File: config.mk
export PLATFORM = sky130hd
export DESIGN_NAME = note_tone_gen
export DESIGN_NICKNAME = d
export VERILOG_FILES = /design/src/rtl/note_tone_gen.sv
export SDC_FILE = /design/constraint.sdc
export NUM_CORES = 1
export LEC_CHECK = 0
export CAP_MARGIN = 30
export CORE_AREA = 2 2 117 108
export CTS_CLUSTER_DIAMETER = 50
export DETAILED_ROUTE_END_ITERATION = 8
export DIE_AREA = 0 0 119 110
export GPL_ROUTABILITY_DRIVEN = 0
export RECOVER_POWER = 100
export SYNTH_ARGS = -nofsm -noshare
export SYNTH_HDL_FRONTEND = slang
export SYNTH_SLANG_ARGS = --single-unit
File: constraint.sdc
create_clock -name clk -period 8.1 [get_ports clk]
set_clock_uncertainty 0.05 [all_clocks]
set_input_delay 2.025 -clock clk [delete_from_list [all_inputs] [get_ports clk]]
set_output_delay 2.025 -clock clk [all_outputs]
set_load 0.05 [all_outputs]
File: src/rtl/note_tone_gen.sv
// Key-to-note selector with input synchronisation, shared debounce, two arbitration
// modes, octave shift and an integrated square-wave tone generator.
module note_tone_gen #(
    parameter int NUM_KEYS        = 12,
    parameter int PERIOD_W        = 6,
    parameter int OCT_W           = 2,
    parameter int DEBOUNCE_CYCLES = 16,
    parameter int PRESCALE        = 1024,
    localparam int IDX_W          = (NUM_KEYS > 1) ? $clog2(NUM_KEYS) : 1
) (
    input  logic                clk,
    input  logic                rst,
    input  logic [NUM_KEYS-1:0] keys_raw,
    input  logic                mode,
    input  logic [OCT_W-1:0]    octave,
    output logic                note_valid,
    output logic [IDX_W-1:0]    note_idx,
    output logic [PERIOD_W-1:0] note_period,
    output logic                tone
);

    localparam int CNT_W = $clog2(DEBOUNCE_CYCLES);
    localparam int PS_W  = (PRESCALE > 1) ? $clog2(PRESCALE) : 1;

    localparam logic [CNT_W-1:0]    CNT_LAST = CNT_W'(DEBOUNCE_CYCLES - 1);
    localparam logic [PS_W-1:0]     PS_LAST  = PS_W'(PRESCALE - 1);
    localparam logic [PERIOD_W-1:0] PER_ONE  = PERIOD_W'(1);

    function automatic logic [IDX_W-1:0] lowest_idx(input logic [NUM_KEYS-1:0] v);
        lowest_idx = '0;
        for (int i = NUM_KEYS - 1; i >= 0; i--) begin
            if (v[i]) lowest_idx = IDX_W'(i);
        end
    endfunction

    function automatic logic [PERIOD_W-1:0] base_period(input logic [IDX_W-1:0] idx);
        logic [7:0] b;
        case (8'(idx))
            8'd0:    b = 8'd38;
            8'd1:    b = 8'd36;
            8'd2:    b = 8'd34;
            8'd3:    b = 8'd32;
            8'd4:    b = 8'd30;
            8'd5:    b = 8'd29;
            8'd6:    b = 8'd27;
            8'd7:    b = 8'd26;
            8'd8:    b = 8'd24;
            8'd9:    b = 8'd23;
            8'd10:   b = 8'd21;
            default: b = 8'd20;
        endcase
        base_period = PERIOD_W'(b);
    endfunction

    // ---------------- synchroniser and shared debounce ----------------
    logic [NUM_KEYS-1:0] s1, s2, s3, keys_db;
    logic [CNT_W-1:0]    cnt;

    always_ff @(posedge clk) begin
        if (rst) begin
            s1      <= '0;
            s2      <= '0;
            s3      <= '0;
            cnt     <= '0;
            keys_db <= '0;
        end else begin
            s1 <= keys_raw;
            s2 <= s1;
            s3 <= s2;
            if (s2 != s3) begin
                cnt <= '0;
            end else if (cnt != CNT_LAST) begin
                cnt <= cnt + CNT_W'(1);
            end
            if (s2 == s3 && cnt == CNT_LAST) begin
                keys_db <= s2;
            end
        end
    end

    // ---------------- last-pressed tracking (runs in both modes) ----------------
    logic [NUM_KEYS-1:0] keys_prev, rise;
    logic [IDX_W-1:0]    last_idx, last_next;
    logic                last_valid, last_valid_next, last_held;

    always_comb begin
        rise            = keys_db & ~keys_prev;
        last_held       = |(keys_db & (NUM_KEYS'(1) << last_idx));
        last_next       = last_idx;
        last_valid_next = last_valid;
        if (rise != '0) begin
            last_next       = lowest_idx(rise);
            last_valid_next = 1'b1;
        end else if (keys_db == '0) begin
            last_next       = '0;
            last_valid_next = 1'b0;
        end else if (!last_valid || !last_held) begin
            last_next       = lowest_idx(keys_db);
            last_valid_next = 1'b1;
        end
    end

    always_ff @(posedge clk) begin
        if (rst) begin
            keys_prev  <= '0;
            last_idx   <= '0;
            last_valid <= 1'b0;
        end else begin
            keys_prev  <= keys_db;
            last_idx   <= last_next;
            last_valid <= last_valid_next;
        end
    end

    // ---------------- selection (registered outputs) ----------------
    logic                sel_valid;
    logic [IDX_W-1:0]    sel_idx;
    logic [PERIOD_W-1:0] sel_period, shifted;
    logic                sel_changed;

    always_comb begin
        sel_valid  = |keys_db;
        sel_idx    = '0;
        sel_period = '0;
        shifted    = '0;
        if (sel_valid) begin
            sel_idx    = mode ? last_next : lowest_idx(keys_db);
            shifted    = base_period(sel_idx) >> octave;
            sel_period = (shifted == '0) ? PER_ONE : shifted;
        end
        sel_changed = (sel_idx != note_idx) || (sel_period != note_period);
    end

    always_ff @(posedge clk) begin
        if (rst) begin
            note_valid  <= 1'b0;
            note_idx    <= '0;
            note_period <= '0;
        end else begin
            note_valid  <= sel_valid;
            note_idx    <= sel_idx;
            note_period <= sel_period;
        end
    end

    // ---------------- tone generator ----------------
    // A new note restarts the generator on the same edge the outputs change,
    // so every note begins with a complete low half-period.
    logic [PS_W-1:0]     pre;
    logic [PERIOD_W-1:0] tcnt;

    always_ff @(posedge clk) begin
        if (rst || !sel_valid || sel_changed) begin
            pre  <= '0;
            tcnt <= '0;
            tone <= 1'b0;
        end else if (pre == PS_LAST) begin
            pre <= '0;
            if (tcnt == note_period - PER_ONE) begin
                tcnt <= '0;
                tone <= ~tone;
            end else begin
                tcnt <= tcnt + PER_ONE;
            end
        end else begin
            pre <= pre + PS_W'(1);
        end
    end

endmodule

==> run metrics <==
first-pass GRT wire length 16,100 um; io pins 29; Int Pwr 0.728 mW; Tot GR Track Use 15.6%; dpl hpwl 6770 um; initial drt markers 301; Sw Ratio 23.5%; Max Clk Rate 0.163 GHz; Critical Path AT 6.31 ns; WL final 9740 um; Max VDD drop 0.111 mV; clock network power share 45.4%; status complete, but fails checks; Routed Antenna Nets 0; clock tree sinks 97; ratio of cells with drive above 1 in the final layout 7.65%; CTS root buf clkbuf_16; leak pwr 1.94 nW; Seq cells post-synth 97; Setup CP Type in2reg; die width 119 um; synthesized instance count 495; Die Area 13,100 um^2; register share of total power 51.3%; CTS Buf Count 9; max_slew headroom -63.8%; Most used DFF post-synth dfxtp_1; Syn Area/Cell 9.43 um^2; max_cap viols 1; post-DR wirelength/cell 14.3 um; number of global-route vias before repair 3,315; Critical Path End Type register; failing checks capacitance limit, slew limit; period utilization 75.7%; H-tree Lvls 3; Post-CTS Resized 0; total negative setup slack 0 ns; Area after DPL 5060 um^2; Filler Cell Count 1,128; Synth warnings 0; 1st-pass router iterations 5; FFs w/ async S/R, synth 0%; critical path launch point type primary input; Final min period 6.13 ns; aggregate global routing overflow 0; sw power 0.223 mW; Starting Density 39.4%; # DRC 0; Logic pwr share 3.3%; sequential share of the synthesized area 41.6%; Max Root-Sink Buffers 2; RSZ-0062 raised after global routing false; Setup Viol. Count Final 0; Buffers on Ports 28; DIE HEIGHT 110 um; syn_nets 519; via count 3,585; antenna violations before repair 0; final instance area 5280 um^2; Clock Pin Slew Worst Setup and Hold Paths 0.07 ns; hold_buf cts 0; Worst-Skew Late Latency 0.35 ns; CTS tree yes; Core Area 11,800 um^2; maximum fanout along the worst path 17; WP data required 8.28 ns; Post-synth EDFFs 0; synthesized cell area 4670 um^2; largest net degree at the start of global routing 58; Pwr per Cell Area 180 nW/um^2; via/cell ratio 5.25; library cells used by synthesis 75; Layout area overhead 13.1%; fin. max-slew vios 58; Post-CTS Setup Bufs 0; Antenna Cells 0; Final Hold Viols 0; Hold Path Class reg2reg; Site Rows 38; layout net count 542; Worst Tran Pin Value 2.46 ns
==> cells by family (layout without fill, tap and decap cells) <==
group | count (synthesis) | after routing | synth area share, %
flops | 97 | 97 | 41.6
mux | 9 | 9 | 2.57
buf+inv | 33 | 61 | 3.19
compound gates | 88 | 88 | 15.2
fa+ha+maj | 7 | 7 | 1.88
simple gates | 226 | 226 | 29.0
xor+xnor | 35 | 35 | 6.57
==> worst paths after layout <==
path / startpoint / to / slack [ns] / depth (start not counted)
hold / removal: s1[10] / s2[10] / 0.39 / 1
setup reg to reg: keys_db[4] / pre[9] / 2.92 / 13
setup / recovery: mode / pre[9] / 1.97 / 11
hold reg to reg: s1[10] / s2[10] / 0.39 / 1
==> state kept, by name, summed over array words and instances, names as in the netlist, 4 cells and up <==
register / cells
cnt: 4
keys_db: 12
keys_prev: 12
last_idx: 4
note_idx: 4
note_period: 6
pre: 10
s1: 12
s2: 12
s3: 12
tcnt: 6
==> power by group through the flow <==
stage               Sequential (mW)  Combinational, mW  Clock, mW
finish                        0.488             0.0317      0.432
global route                  0.489             0.0349      0.462
CTS                           0.488             0.0326      0.446
detailed placement            0.499             0.0324          0
global placement              0.499             0.0320          0
floorplan                     0.498             0.0212          0
==> cell type report <==
class	count	area (um^2)	area share (%)
clock buffers	10	239	4.53
inverters	15	56.3	1.07
well taps	160	200	3.80
clock inverters	6	67.6	1.28
multi-input cells	365	2480	47.1
repair buffers	30	287	5.43
flip-flops and latches	97	1940	36.8
==> synthesized netlist by cell type (3+ instances only) <==
library cell | instances | area [um^2]
and4_1 | 3 | 26.3
o211ai_1 | 3 | 22.5
nor2b_1 | 57 | 357
a21oi_1 | 14 | 70.1
xnor2_1 | 27 | 236
nor4_1 | 10 | 62.6
nor3b_1 | 3 | 22.5
dfxtp_1 | 97 | 1940
o22a_1 | 12 | 105
clkbuf_1 | 10 | 37.5
nor3_1 | 12 | 60.1
o21ai_0 | 13 | 65.1
ha_1 | 7 | 87.6
nand4_1 | 10 | 62.6
a31oi_1 | 4 | 25.0
nand3_1 | 13 | 65.1
xor2_1 | 8 | 70.1
o31a_1 | 3 | 26.3
nand2_1 | 25 | 93.8
inv_1 | 15 | 56.3
nand2b_1 | 17 | 106
buf_2 | 5 | 25.0
and3_1 | 7 | 43.8
a211oi_1 | 4 | 30.0
nor2_1 | 39 | 146
and2_1 | 5 | 31.3
nor4_2 | 10 | 125
==> layout by cell type (no fill, tap or decap), types with 14 or more instances in the layout <==
master and n:
nand2b_1 17, nor2_1 39, xnor2_1 27, clkdlybuf4s50_1 14, nand2_1 25, nor2b_1 57
o21ai_0 14, dfxtp_1 97, a21oi_1 14, nor4_1 17, inv_1 15
==> worst max-delay path, stage by stage <==
cell           delay (ns)
dlygate4sd3_1        0.74
o21ai_0              0.24
a211oi_1             0.85
ha_1                 0.40
o21ai_0              0.18
nand2_1              0.11
o221ai_1             0.18
a21oi_1              0.22
xnor2_1              0.14
nand4_1              0.65
a2111oi_0            0.57
==> stage by stage <==
stage | std cells | setup slack [ns] | power (mW) | hold WS, ns | util, %
final | 683 | 1.97 | 0.952 | 0.388 | 44.6
after global routing | 683 | 1.52 | 0.985 | 0.400 | 44.6
after CTS | 683 | 2.98 | 0.966 | 0.390 | 45.4
after detailed placement | 667 | 2.62 | 0.532 | 0.372 | 42.8
after global placement | 667 | 2.70 | 0.531 | 0.367 | 42.8
after floorplan | 495 | 3.64 | 0.519 | 0.364 | -
==> routing by layer <==
layer  up-vias  GRT usage, %  wire length, um
met5         -             0                0
met2        83          23.8             4260
met1      1667          21.0             4870
met3         8          4.37              501
met4         0          6.12              107
li1       1827             -                -
Power figures use the tool's default switching activity.
